**config.mk**
```make
export PLATFORM = sky130hd
export DESIGN_NAME = pattern_event_logger_flat
export DESIGN_NICKNAME = d
export VERILOG_FILES = /design/src/rtl/pattern_event_logger_if.sv /design/src/rtl/pattern_event_logger.sv /design/src/flat_wrapper.sv
export SDC_FILE = /design/constraint.sdc
export NUM_CORES = 1
export LEC_CHECK = 0
export CORE_AREA = 2 2 113 115
export DETAILED_ROUTE_END_ITERATION = 8
export DIE_AREA = 0 0 115 117
export PLACE_DENSITY = 0.52
export SLEW_MARGIN = 20
export SYNTH_ARGS = -nofsm -noshare
export SYNTH_HDL_FRONTEND = slang
export SYNTH_SLANG_ARGS = --single-unit
```
**constraint.sdc**
```tcl
create_clock -name clock -period 5.4 [get_ports clock]
set_input_delay 1.62 -clock clock [delete_from_list [all_inputs] [get_ports clock]]
set_output_delay 1.62 -clock clock [all_outputs]
set_load 0.01 [all_outputs]
```
**src/rtl/pattern_event_logger_if.sv**
```systemverilog
// Read-side handshake for the pattern event logger: the logger presents the
// head record with a valid flag, and the reader returns ready.
interface pattern_event_logger_if #(
    parameter int TS_W = 6
);
    logic            ev_valid;
    logic            ev_ready;
    logic [TS_W:0]   ev_data;

    modport master (
        output ev_valid,
        output ev_data,
        input  ev_ready
    );

    modport slave (
        input  ev_valid,
        input  ev_data,
        output ev_ready
    );
endinterface

```
**src/rtl/pattern_event_logger.sv**
```systemverilog
// Counts "111"/"001" detections from the serial pattern detector and logs each
// one as a timestamped record in a small FIFO drained over a valid/ready port.
module pattern_event_logger #(
    parameter int CNT_W = 8,
    parameter int TS_W  = 6,
    parameter int DEPTH = 4
) (
    input  logic              clock,
    input  logic              reset_n,
    input  logic [1:0]        match,
    input  logic              enable,
    input  logic              clear,
    output logic [CNT_W-1:0]  cnt111,
    output logic [CNT_W-1:0]  cnt001,
    output logic              overflow,
    output logic              illegal,
    pattern_event_logger_if.master ev
);

    localparam int PTR_W = (DEPTH > 1) ? $clog2(DEPTH) : 1;
    localparam int OCC_W = PTR_W + 1;
    localparam int REC_W = TS_W + 1;

    localparam logic [1:0] CODE_111     = 2'b10;
    localparam logic [1:0] CODE_001     = 2'b01;
    localparam logic [1:0] CODE_ILLEGAL = 2'b11;

    function automatic logic [CNT_W-1:0] sat_inc(input logic [CNT_W-1:0] v);
        if (v == {CNT_W{1'b1}}) begin
            return v;
        end
        return v + CNT_W'(1);
    endfunction

    logic [TS_W-1:0]  ts_p1;
    logic [CNT_W-1:0] cnt111_p1;
    logic [CNT_W-1:0] cnt001_p1;
    logic             overflow_p1;
    logic             illegal_p1;
    logic [PTR_W-1:0] wr_ptr_p1;
    logic [PTR_W-1:0] rd_ptr_p1;
    logic [OCC_W-1:0] occ_p1;
    logic [REC_W-1:0] mem_p1 [DEPTH];

    logic             vld_p0;
    logic             is111_p0;
    logic             is001_p0;
    logic             bad_p0;
    logic [REC_W-1:0] rec_p0;
    logic             full_p0;
    logic             empty_p0;
    logic             pop_p0;
    logic             push_p0;
    logic             drop_p0;

    // Stage p0: decode the sampled match code and FIFO handshake for this edge
    always_comb begin
        is111_p0 = enable && (match == CODE_111);
        is001_p0 = enable && (match == CODE_001);
        bad_p0   = enable && (match == CODE_ILLEGAL);
        vld_p0   = is111_p0 || is001_p0;
        rec_p0   = {match[1], ts_p1};
        full_p0  = (occ_p1 == OCC_W'(DEPTH));
        empty_p0 = (occ_p1 == '0);
        pop_p0   = !empty_p0 && ev.ev_ready;
        // A same-edge pop frees the slot the push needs, so a full FIFO still accepts.
        push_p0  = vld_p0 && (!full_p0 || pop_p0);
        drop_p0  = vld_p0 && full_p0 && !pop_p0;
    end

    // Stage p1: timestamp, counters, flags and FIFO pointers
    always_ff @(posedge clock or negedge reset_n) begin
        if (!reset_n) begin
            ts_p1       <= '0;
            cnt111_p1   <= '0;
            cnt001_p1   <= '0;
            overflow_p1 <= 1'b0;
            illegal_p1  <= 1'b0;
            wr_ptr_p1   <= '0;
            rd_ptr_p1   <= '0;
            occ_p1      <= '0;
        end else if (clear) begin
            ts_p1       <= '0;
            cnt111_p1   <= '0;
            cnt001_p1   <= '0;
            overflow_p1 <= 1'b0;
            illegal_p1  <= 1'b0;
            wr_ptr_p1   <= '0;
            rd_ptr_p1   <= '0;
            occ_p1      <= '0;
        end else begin
            ts_p1 <= ts_p1 + TS_W'(1);
            if (is111_p0) begin
                cnt111_p1 <= sat_inc(cnt111_p1);
            end
            if (is001_p0) begin
                cnt001_p1 <= sat_inc(cnt001_p1);
            end
            if (drop_p0) begin
                overflow_p1 <= 1'b1;
            end
            if (bad_p0) begin
                illegal_p1 <= 1'b1;
            end
            if (push_p0) begin
                wr_ptr_p1 <= wr_ptr_p1 + PTR_W'(1);
            end
            if (pop_p0) begin
                rd_ptr_p1 <= rd_ptr_p1 + PTR_W'(1);
            end
            case ({push_p0, pop_p0})
                2'b10:   occ_p1 <= occ_p1 + OCC_W'(1);
                2'b01:   occ_p1 <= occ_p1 - OCC_W'(1);
                default: occ_p1 <= occ_p1;
            endcase
        end
    end

    // Record storage; clear only rewinds the pointers, stale entries are never exposed
    always_ff @(posedge clock or negedge reset_n) begin
        if (!reset_n) begin
            for (int i = 0; i < DEPTH; i++) begin
                mem_p1[i] <= '0;
            end
        end else if (!clear && push_p0) begin
            mem_p1[wr_ptr_p1] <= rec_p0;
        end
    end

    // Outputs depend only on registered state
    assign cnt111      = cnt111_p1;
    assign cnt001      = cnt001_p1;
    assign overflow    = overflow_p1;
    assign illegal     = illegal_p1;
    assign ev.ev_valid = !empty_p0;
    assign ev.ev_data  = empty_p0 ? '0 : mem_p1[rd_ptr_p1];

endmodule

```
**src/flat_wrapper.sv**
```systemverilog
// flat-port wrapper written by rule: the top's interface ports become plain ports
module pattern_event_logger_flat 
#(
    parameter int CNT_W = 8,
    parameter int TS_W  = 6,
    parameter int DEPTH = 4
)
  (clock, reset_n, match, enable, clear, cnt111, cnt001, overflow, illegal, ev_ev_valid, ev_ev_data, ev_ev_ready);
  pattern_event_logger_if #(.TS_W(TS_W)) ev_i ();
  input  logic clock;
  input  logic reset_n;
  input  logic [1:0] match;
  input  logic enable;
  input  logic clear;
  output logic [CNT_W-1:0] cnt111;
  output logic [CNT_W-1:0] cnt001;
  output logic overflow;
  output logic illegal;
  output wire logic [$bits(ev_i.ev_valid)-1:0] ev_ev_valid;
  output wire logic [$bits(ev_i.ev_data)-1:0] ev_ev_data;
  input wire logic [$bits(ev_i.ev_ready)-1:0] ev_ev_ready;
  assign ev_ev_valid = ev_i.ev_valid;
  assign ev_ev_data = ev_i.ev_data;
  assign ev_i.ev_ready = ev_ev_ready;
  pattern_event_logger #(.CNT_W(CNT_W), .TS_W(TS_W), .DEPTH(DEPTH)) u_core (.clock(clock), .reset_n(reset_n), .match(match), .enable(enable), .clear(clear), .cnt111(cnt111), .cnt001(cnt001), .overflow(overflow), .illegal(illegal), .ev(ev_i));
endmodule
```
==> Word level (Yosys, flattened, before mapping) <==
Cells that the tools add are included.
Widths: inputs -> output; s select.
{ "totals": {"ff_bits": 59, "in_bits": 7, "out_inout_bits": 26, "word_cells": 89} }
{ "classes": {"addsub": 7, "magnitude_cmp": 3, "n_eq_ne": 10, "muxes": 30, "bitwise": 2, "n_reduce_logical": 25} }
{ "op_table": {"columns": ["operator", "count"], "rows": [
  ["$mux 8", 6],
  ["$bwmux 28", 1],
  ["$mux 7", 4],
  ["$add 8x1->8 const B", 2],
  ["$eq 8x8->1 const B", 2],
  ["$bmux 7 s2", 1],
  ["$demux 7 s2", 1],
  ["$reduce_bool 2->1", 6],
  ["$mux 1", 10],
  ["$logic_and 1x1->1", 9],
  ["$mux 2", 4],
  ["$add 6x1->6 const B", 1],
  ["$eq 2x2->1 const B", 3],
  ["$ge 3x3->1 const B", 2],
  ["$mux 6", 1],
  ["$ne 3x3->1 const B", 2],
  ["$not 2->3", 2],
  ["$pmux 3 s2", 1],
  ["$add 2x1->2 const B", 2],
  ["$eq 2x1->1 const B", 2],
  ["$logic_not 1->1", 4],
  ["$reduce_and 2->1", 2],
  ["$add 3x1->3 const B", 1],
  ["$eq 3x3->1 const B", 1],
  ["6 further kinds", 7]
]} }

==> Logic depth before layout (Yosys ltp) <==
Gate-level depths: netlist of run 1.
{ "logic_depth": {"word_depth": 8, "ltp_mapped": 10, "depth_no_buf": 8} }

==> Least setup slack after synthesis of run 1 <==
No wires, ideal clock.
{ "synth_path": {"path_kind": "input port to flip-flop", "startpoint": "input match[1]", "endpoint": "register u_core.occ_p1[2]", "setup_ps": 82, "arrival_time_ps": 3515, "setup_slack_ps": 1803, "stages": 9, "path_buffers": 1, "cell_sequence": "buf_4 > xnor2_1 > nor2_1 > nor2_1 > fa_1 > or3b_2 > o21ai_0 > o21ai_0 > a31oi_1"} }
{ "synth_via": {"elab_chain_len": 7, "word_cells_on_any_way": 11, "cone_classes": "eq/ne (4); mux (2); reduce/logical (5)"} }
{ "synth_lines": {"columns": ["element", "line", "text"], "rows": [
  ["start, declared", "flat_wrapper.sv:12", "input logic [1:0] match;"],
  ["$eq 2x2->1 or $eq 2x1->1 (tied branches)", "pattern_event_logger.sv:58, pattern_event_logger.sv:59", null],
  ["$logic_and 1x1->1 (on tied branches)", "pattern_event_logger.sv:58, pattern_event_logger.sv:59", null],
  ["$logic_or 1x1->1 *", "pattern_event_logger.sv:61", "vld_p0 = is111_p0 || is001_p0;"],
  ["$logic_and 1x1->1 *", "pattern_event_logger.sv:67", "push_p0 = vld_p0 && (!full_p0 || pop_p0);"],
  ["$eq 2x1->1 or $eq 2x2->1 (tied branches)", "pattern_event_logger.sv:111", "case ({push_p0, pop_p0})"],
  ["$pmux 3 s2", "pattern_event_logger.sv:111", null],
  ["$mux 3", "pattern_event_logger.sv:82", "end else if (clear) begin"],
  ["end signal, assigned", "pattern_event_logger.sv:112", "2'b10: occ_p1 <= occ_p1 + OCC_W'(1);"],
  ["end signal, assigned", "pattern_event_logger.sv:113", "2'b01: occ_p1 <= occ_p1 - OCC_W'(1);"],
  ["end signal, assigned", "pattern_event_logger.sv:114", "default: occ_p1 <= occ_p1;"],
  ["end, declared", "pattern_event_logger.sv:42", "logic [OCC_W-1:0] occ_p1;"]
]} }
Every way passes the cells marked *; elsewhere a longest branch is shown, timed or not.
A chain may end at the register's enable or synchronous reset.

==> Worst setup path after layout of run 1 <==
Same ends and word-level chain as after synthesis.

==> results of run 1 <==
-- power by group --
part / internal [mW] / total [mW] / switching, mW
registers: 0.471 / 0.498 / 0.0266
clock network: 0.378 / 0.565 / 0.186
logic: 0.0662 / 0.126 / 0.0595
total: 0.916 / 1.19 / 0.272
-- state kept, by name, summed over array words and instances, names as in the netlist, 2 cells and up --
register	cells
u_core.occ_p1	3
u_core.cnt001	8
u_core.mem_p1	28
u_core.cnt111	8
u_core.wr_ptr_p1	2
u_core.ts_p1	6
u_core.rd_ptr_p1	2
-- worst min-delay path by stage --
stage | start | to
floorplan | u_core.mem_p1[18] | u_core.mem_p1[18]
global placement | u_core.mem_p1[18] | u_core.mem_p1[18]
detailed placement | u_core.mem_p1[18] | u_core.mem_p1[18]
CTS | u_core.mem_p1[18] | u_core.mem_p1[18]
global route | u_core.mem_p1[8] | u_core.mem_p1[8]
finish | u_core.mem_p1[18] | u_core.mem_p1[18]
-- metrics by stage --
| step | hold slack (ns) | setup WS, ns | cell area, um^2 | total power, mW | std cells |
|---|---|---|---|---|---|
| 2_1_floorplan | 0.459 | 1.80 | 2980 | 0.583 | 253 |
| 3_3_place_gp | 0.475 | 1.08 | 3440 | 0.631 | 425 |
| 3_5_place_dp | 0.483 | 1.02 | 3440 | 0.633 | 425 |
| 4_1_cts | 0.494 | 1.37 | 3740 | 1.21 | 440 |
| 5_1_grt | 0.510 | 1.08 | 3740 | 1.24 | 440 |
| 6_report | 0.493 | 1.32 | 3740 | 1.19 | 440 |
-- logic make-up after synthesis --
kind of cell	after synthesis	synth area share [%]
mux	39	17.2
fa+ha+maj	8	3.61
flops	59	49.6
buf+inv	17	2.44
xor+xnor	20	5.88
compound gates	29	6.22
simple gates	81	15.0
-- routing by layer --
layer,track usage (%),share of wire (%),vias to the layer above
met4,5.78,2.3,0
met3,2.06,3.5,10
met1,13.6,49,1034
met2,15.4,45,53
met5,0,0,-
li1,-,-,980
-- cells in the final DEF (no fill, tap or decap), drive strengths merged, types with 2 or more instances in the layout --
master,instances
mux2i,4
xor2,15
or3,3
o211ai,5
nor2,30
and3b,2
and2,7
clkbuf,13
xnor2,5
and3,4
o21ai,9
mux2,28
nand4b,3
nand2b,2
ha,7
mux4,7
a21oi,4
buf,3
nand2,11
clkdlybuf4s50,31
inv,5
dfrtp,59
o2111ai,3
a31oi,4
nand3,8
nand4,3
-- area by class of cell --
type                    count  share of cell area [%]
flip-flops and latches     59                    39.5
multi-input cells         177                    38.2
repair buffers             34                    8.84
clock buffers              13                    6.96
well taps                 150                    5.02
clock inverters             2                   0.937
inverters                   5                   0.502
==> flow_summary_export.csv, run 1 <==
group,metric,value,unit
setup_path,r2r_end,"u_core.occ_p1[2]",
synth,synth.avg_cell_area,11.8,um^2
die,initial_core_util,24.2,%
detailed_routing,routed_wl,6410,um
clock_network,clkSinkCount,59,
status,outcome,"completed",
synth,netlist_top_cells_area,"dfrtp_1, mux2_2, mux4_2, xor2_1, nor2_1",
synth,synth-edff-count,0,
setup_path,crit_fanout,10,
synth,syn_inst,253,
detailed_routing,wl_per_cell,14.6,um
detailed_routing,drtIter0Drc,80,
clock_network,clk_pin_slew_worst_paths,0.05,ns
setup_path,critPathKind,"primary input to flop",
synth,synthArstFlopShare,100,%
timing,drv_slew,0,
setup_path,crit_arrival,4.32,ns
synth,yosysTopAreaCell,"dfrtp_1",
layout,utilization,30.4,%
layout,syn2layout_area_growth,25.5,%
timing,timing.setup.tns,0,ns
setup_path,reg2reg_from,"u_core.occ_p1[1]",
power,leakage,1.64,nW
setup_path,worst-path-stages,9,
die,rows,41,
die,die_area,13500,um^2
synth,synth-main-ff-cell,"dfrtp_1",
placed_design,gp_congestion,0.803,
global_route,grt_pass1_wl,10500,um
layout,antenna_cells,0,
power,p_per_area,318,nW/um^2
synth,netlist_area,2980,um^2
power,peakVddDrop,0.000113,V
timing,fmax,0.245,GHz
synth,synth_cell_types,43,
detailed_routing,viasPerCell,4.72,
synth,seq_area_frac_synth,49.6,%
setup_path,ff2ff_setup_slack,2.71,ns
die,die_h,117,um
global_route,grt_pass1_vias,2034,
die,io_pins,33,
setup_path,critPathSlowestCell,"clkdlybuf4s50_1",
clock_network,cts_tree,"done",
synth,yosysMostFrequentCell,"dfrtp_1",
timing,finalCriticalPeriod,4.08,ns
global_route,grt_max_degree,60,
setup_path,rr_worst_depth,8,
synth,yosys_warnings,0,
timing,rsz0062_at_grt,"false",
job,drv_cap,0,
setup_path,worstPathCellList,"clkdlybuf4s50_1 > xnor2_1 > nor2_1 > nor2_1 > fa_1 > or3b_2 > o21ai_0 > o21ai_0 > a31oi_1",
setup_path,critPathLaunch,"match[1]",
die,die_w,115,um
timing,setup_viol,0,
timing,max_slew_margin,49.4,%
placed_design,io_buffer_count,32,
synth,synth_seq_cells,59,
synth,syn_nets,268,
die,core-area,12300,um^2
setup_path,max_stage_delay,0.69,ns
detailed_routing,remaining_drc_errors,0,
clock_network,clockRootBuffer,"clkbuf_16",
clock_network,cts.htree.levels,3,
global_route,grt-ovfl-total,0,
clock_network,cts_resized,0,
min_path,hold_depth,1,
clock_network,insertion_delay,0.32,ns
detailed_routing,drt_first_pass_iters,4,
detailed_routing,vias,2077,
setup_path,endpoint_kind,"flop",
setup_path,crit_path_end,"u_core.occ_p1[2]",
synth,yosysTopAreaCellShare,49.6,%
timing,fin_crit_sh,75.5,%
clock_network,numCtsBuffers,9,
layout,multi_input_area,1430,um^2
setup_path,crit_path_start_kind,"primary input",
clock_network,post_cts.repair.setup_buffers,0,
setup_path,cp.buffers_inverters,1,
layout,fill_cells,1242,
setup_path,worstPathRequired,5.64,ns
clock_network,clockBufferDepth,2,
layout,nNetsFinal,301,
layout,seqCellArea,1480,um^2
timing,clock-skew-final,0.00437,ns
layout,drive_gt1_share,20.7,%
timing,tightestPinTransition,0.748,ns
detailed_routing,final_antenna_net_count,0,
synth,synth_common_cells,"dfrtp_1, nor2_1, mux2_2, xor2_1, o21ai_0",
placed_design,hpwl,4190,um
timing,hold_viol_final,0,
setup_path,path_delay_family,"simple AND/OR/NAND/NOR gates",
clock_network,ctsHoldBuffers,0,
global_route,grtUsageTotal,10.2,%
min_path,min-delay-path-class,"flop to flop",
global_route,antenna_found_initial,0,
No activity file was read; power rests on OpenSTA's default activity.
==> inputs of run 2 (changes only) <==
- PLACE_DENSITY: 0.52 -> 0.53
- clock period: 5.4 -> 3.6 ns (I/O delays scaled with it)
==> run 2 against run 1 <==
Effect of this change:
- worst setup slack lost 1.0 ns
- register-to-register slack worse by 1.9 ns
- global-route usage is 0.062 points higher
- critical endpoint is now ev_ev_data[0]
- count of clock-buffer cells in the layout down 1
- highest routed layer unchanged
- cell count rose by 2.0%
- core utilization grew 0.76 points
- largest cell class unchanged
- cell area up 2.5%
- sequential power grew 50%
- routed wire length grew 0.59%
- clock power increased by 65%
==> flow_summary_export.csv, run 2 (synthesized netlist as in run 1, its figures left out) <==
group,metric,value,unit
die,die_area,13500,um^2
setup_path,rr_worst_depth,8,
die,die_w,115,um
clock_network,cts.htree.levels,3,
timing,fmax,0.303,GHz
placed_design,io_buffer_count,32,
min_path,min_to,"u_core.overflow",
power,p_per_area,489,nW/um^2
timing,finalCriticalPeriod,3.30,ns
timing,fin_crit_sh,91.7,%
setup_path,crit_path_start_kind,"flop",
global_route,grt_max_degree,34,
timing,max_slew_margin,64.1,%
clock_network,cts_resized,0,
setup_path,max_stage_delay,0.68,ns
job,drv_cap,0,
clock_network,insertion_delay,0.32,ns
global_route,grt-ovfl-total,0,
clock_network,clkSinkCount,59,
setup_path,critPathSlowestCell,"dfrtp_1",
timing,setup_viol,0,
power,finalPower,1.87,mW
layout,antenna_cells,0,
clock_network,ctsHoldBuffers,0,
setup_path,crit_fanout,8,
setup_path,endpoint_kind,"primary output",
setup_path,critPathKind,"flop to primary output",
setup_path,crit_arrival,2.22,ns
global_route,antenna_found_initial,0,
setup_path,worstPathRequired,2.52,ns
global_route,grt_pass1_wl,10500,um
layout,largest_reg_flops,28,
placed_design,gp_congestion,0.732,
detailed_routing,remaining_drc_errors,0,
detailed_routing,vias,2073,
clock_network,numCtsBuffers,9,
detailed_routing,drtIter0Drc,108,
clock_network,clockBufferDepth,2,
placed_design,hpwl,4350,um
detailed_routing,drt_first_pass_iters,4,
timing,hold_viol_final,0,
layout,layout_commonest_cell,"dfrtp_1",
setup_path,ff2ff_setup_slack,0.85,ns
die,io_pins,33,
global_route,grtUsageTotal,10.2,%
detailed_routing,wl_per_cell,14.4,um
detailed_routing,routed_wl,6440,um
clock_network,post_cts.repair.setup_buffers,0,
detailed_routing,viasPerCell,4.62,
global_route,grt_pass1_vias,2057,
min_path,hold_depth,2,
timing,timing.setup.tns,0,ns
min_path,hp-start,"u_core.overflow",
setup_path,worstPathCellList,"mux4_2 > and2_1 > clkdlybuf4s50_1",
die,die_h,117,um
timing,drv_slew,0,
status,outcome,"completed",
timing,clock-skew-final,0.00325,ns
clock_network,clockRootBuffer,"clkbuf_16",
die,initial_core_util,24.2,%
min_path,min-delay-path-class,"flop to flop",
die,core-area,12300,um^2
die,rows,41,
power,leakage,1.70,nW
clock_network,cts_tree,"done",
layout,top_register,"u_core.mem_p1",
timing,tightestPinTransition,0.539,ns
timing,rsz0062_at_grt,"false",
layout,syn2layout_area_growth,28.7,%
detailed_routing,final_antenna_net_count,0,
layout,drive_gt1_share,23.4,%
setup_path,reg2reg_from,"u_core.occ_p1[1]",
setup_path,r2r_end,"u_core.occ_p1[2]",
power,peakVddDrop,0.000163,V
clock_network,clk_pin_slew_worst_paths,0.05,ns
layout,nNetsFinal,309,
layout,layout_common_cells,"dfrtp_1, clkdlybuf4s50_1, nor2_1",
-- run 2: changes by cell type in the layout (fill, tap and decap cells not counted) --
| cell | previous run | this run |
|---|---|---|
| clkinvlp_4 | 0 | 1 |
| buf_4 | 2 | 10 |
| clkbuf_1 | 2 | 1 |
| bufinv_16 | 1 | 2 |
-- run 2: layout make-up --
class	count	area [um^2]
Fill cell	1256	8480
Sequential cell	59	1480
Multi-Input combinational cell	177	1430
Timing Repair Buffer	42	390
Clock buffer	12	256
Tap cell	150	188
Clock inverter	4	72.6
Inverter	5	18.8
-- run 2: per-layer routing --
metal  GRT usage, %  share of wire (%)
met1           13.4                 48
met2           15.9                 48
met5              0                  0
met4           4.82                1.9
met3           2.63                2.6
-- run 2: worst max-delay path by stage --
stage / from / end / slack (ns) / depth (start not counted)
finish: u_core.rd_ptr_p1[0] / ev_ev_data[0] / 0.30 / 3
global route: u_core.rd_ptr_p1[0] / ev_ev_data[0] / 0.16 / 3
CTS: u_core.rd_ptr_p1[0] / ev_ev_data[0] / 0.23 / 3
detailed placement: match[0] / u_core.occ_p1[2] / 0.15 / 9
global placement: match[0] / u_core.occ_p1[2] / 0.22 / 9
floorplan: match[1] / u_core.occ_p1[2] / 0.54 / 9
-- run 2: worst max-delay path, delay by kind of cell (launching register included) --
family | cells | cell delay [ns]
multiplexers | 1 | 0.56
AND/OR/NAND/NOR | 1 | 0.18
flip-flops | 1 | 0.68
buffers and inverters | 1 | 0.48
-- run 2: power by group --
part	switching [mW]	total, mW	internal (mW)
logic	0.0919	0.198	0.106
clock network	0.290	0.931	0.642
registers	0.0382	0.745	0.706
total	0.420	1.87	1.45
-- run 2: metrics by stage --
| step | area, um^2 | hold slack [ns] | util, % | cells | setup slack [ns] |
|---|---|---|---|---|---|
| 2_1_floorplan | 2980 | 0.459 | - | 253 | 0.543 |
| 5_1_grt | 3830 | 0.514 | 31.1 | 449 | 0.161 |
| 3_3_place_gp | 3500 | 0.474 | 28.4 | 433 | 0.224 |
| 3_5_place_dp | 3500 | 0.490 | 28.4 | 433 | 0.150 |
| 6_report | 3830 | 0.497 | 31.1 | 449 | 0.298 |
| 4_1_cts | 3830 | 0.501 | 31.1 | 449 | 0.229 |
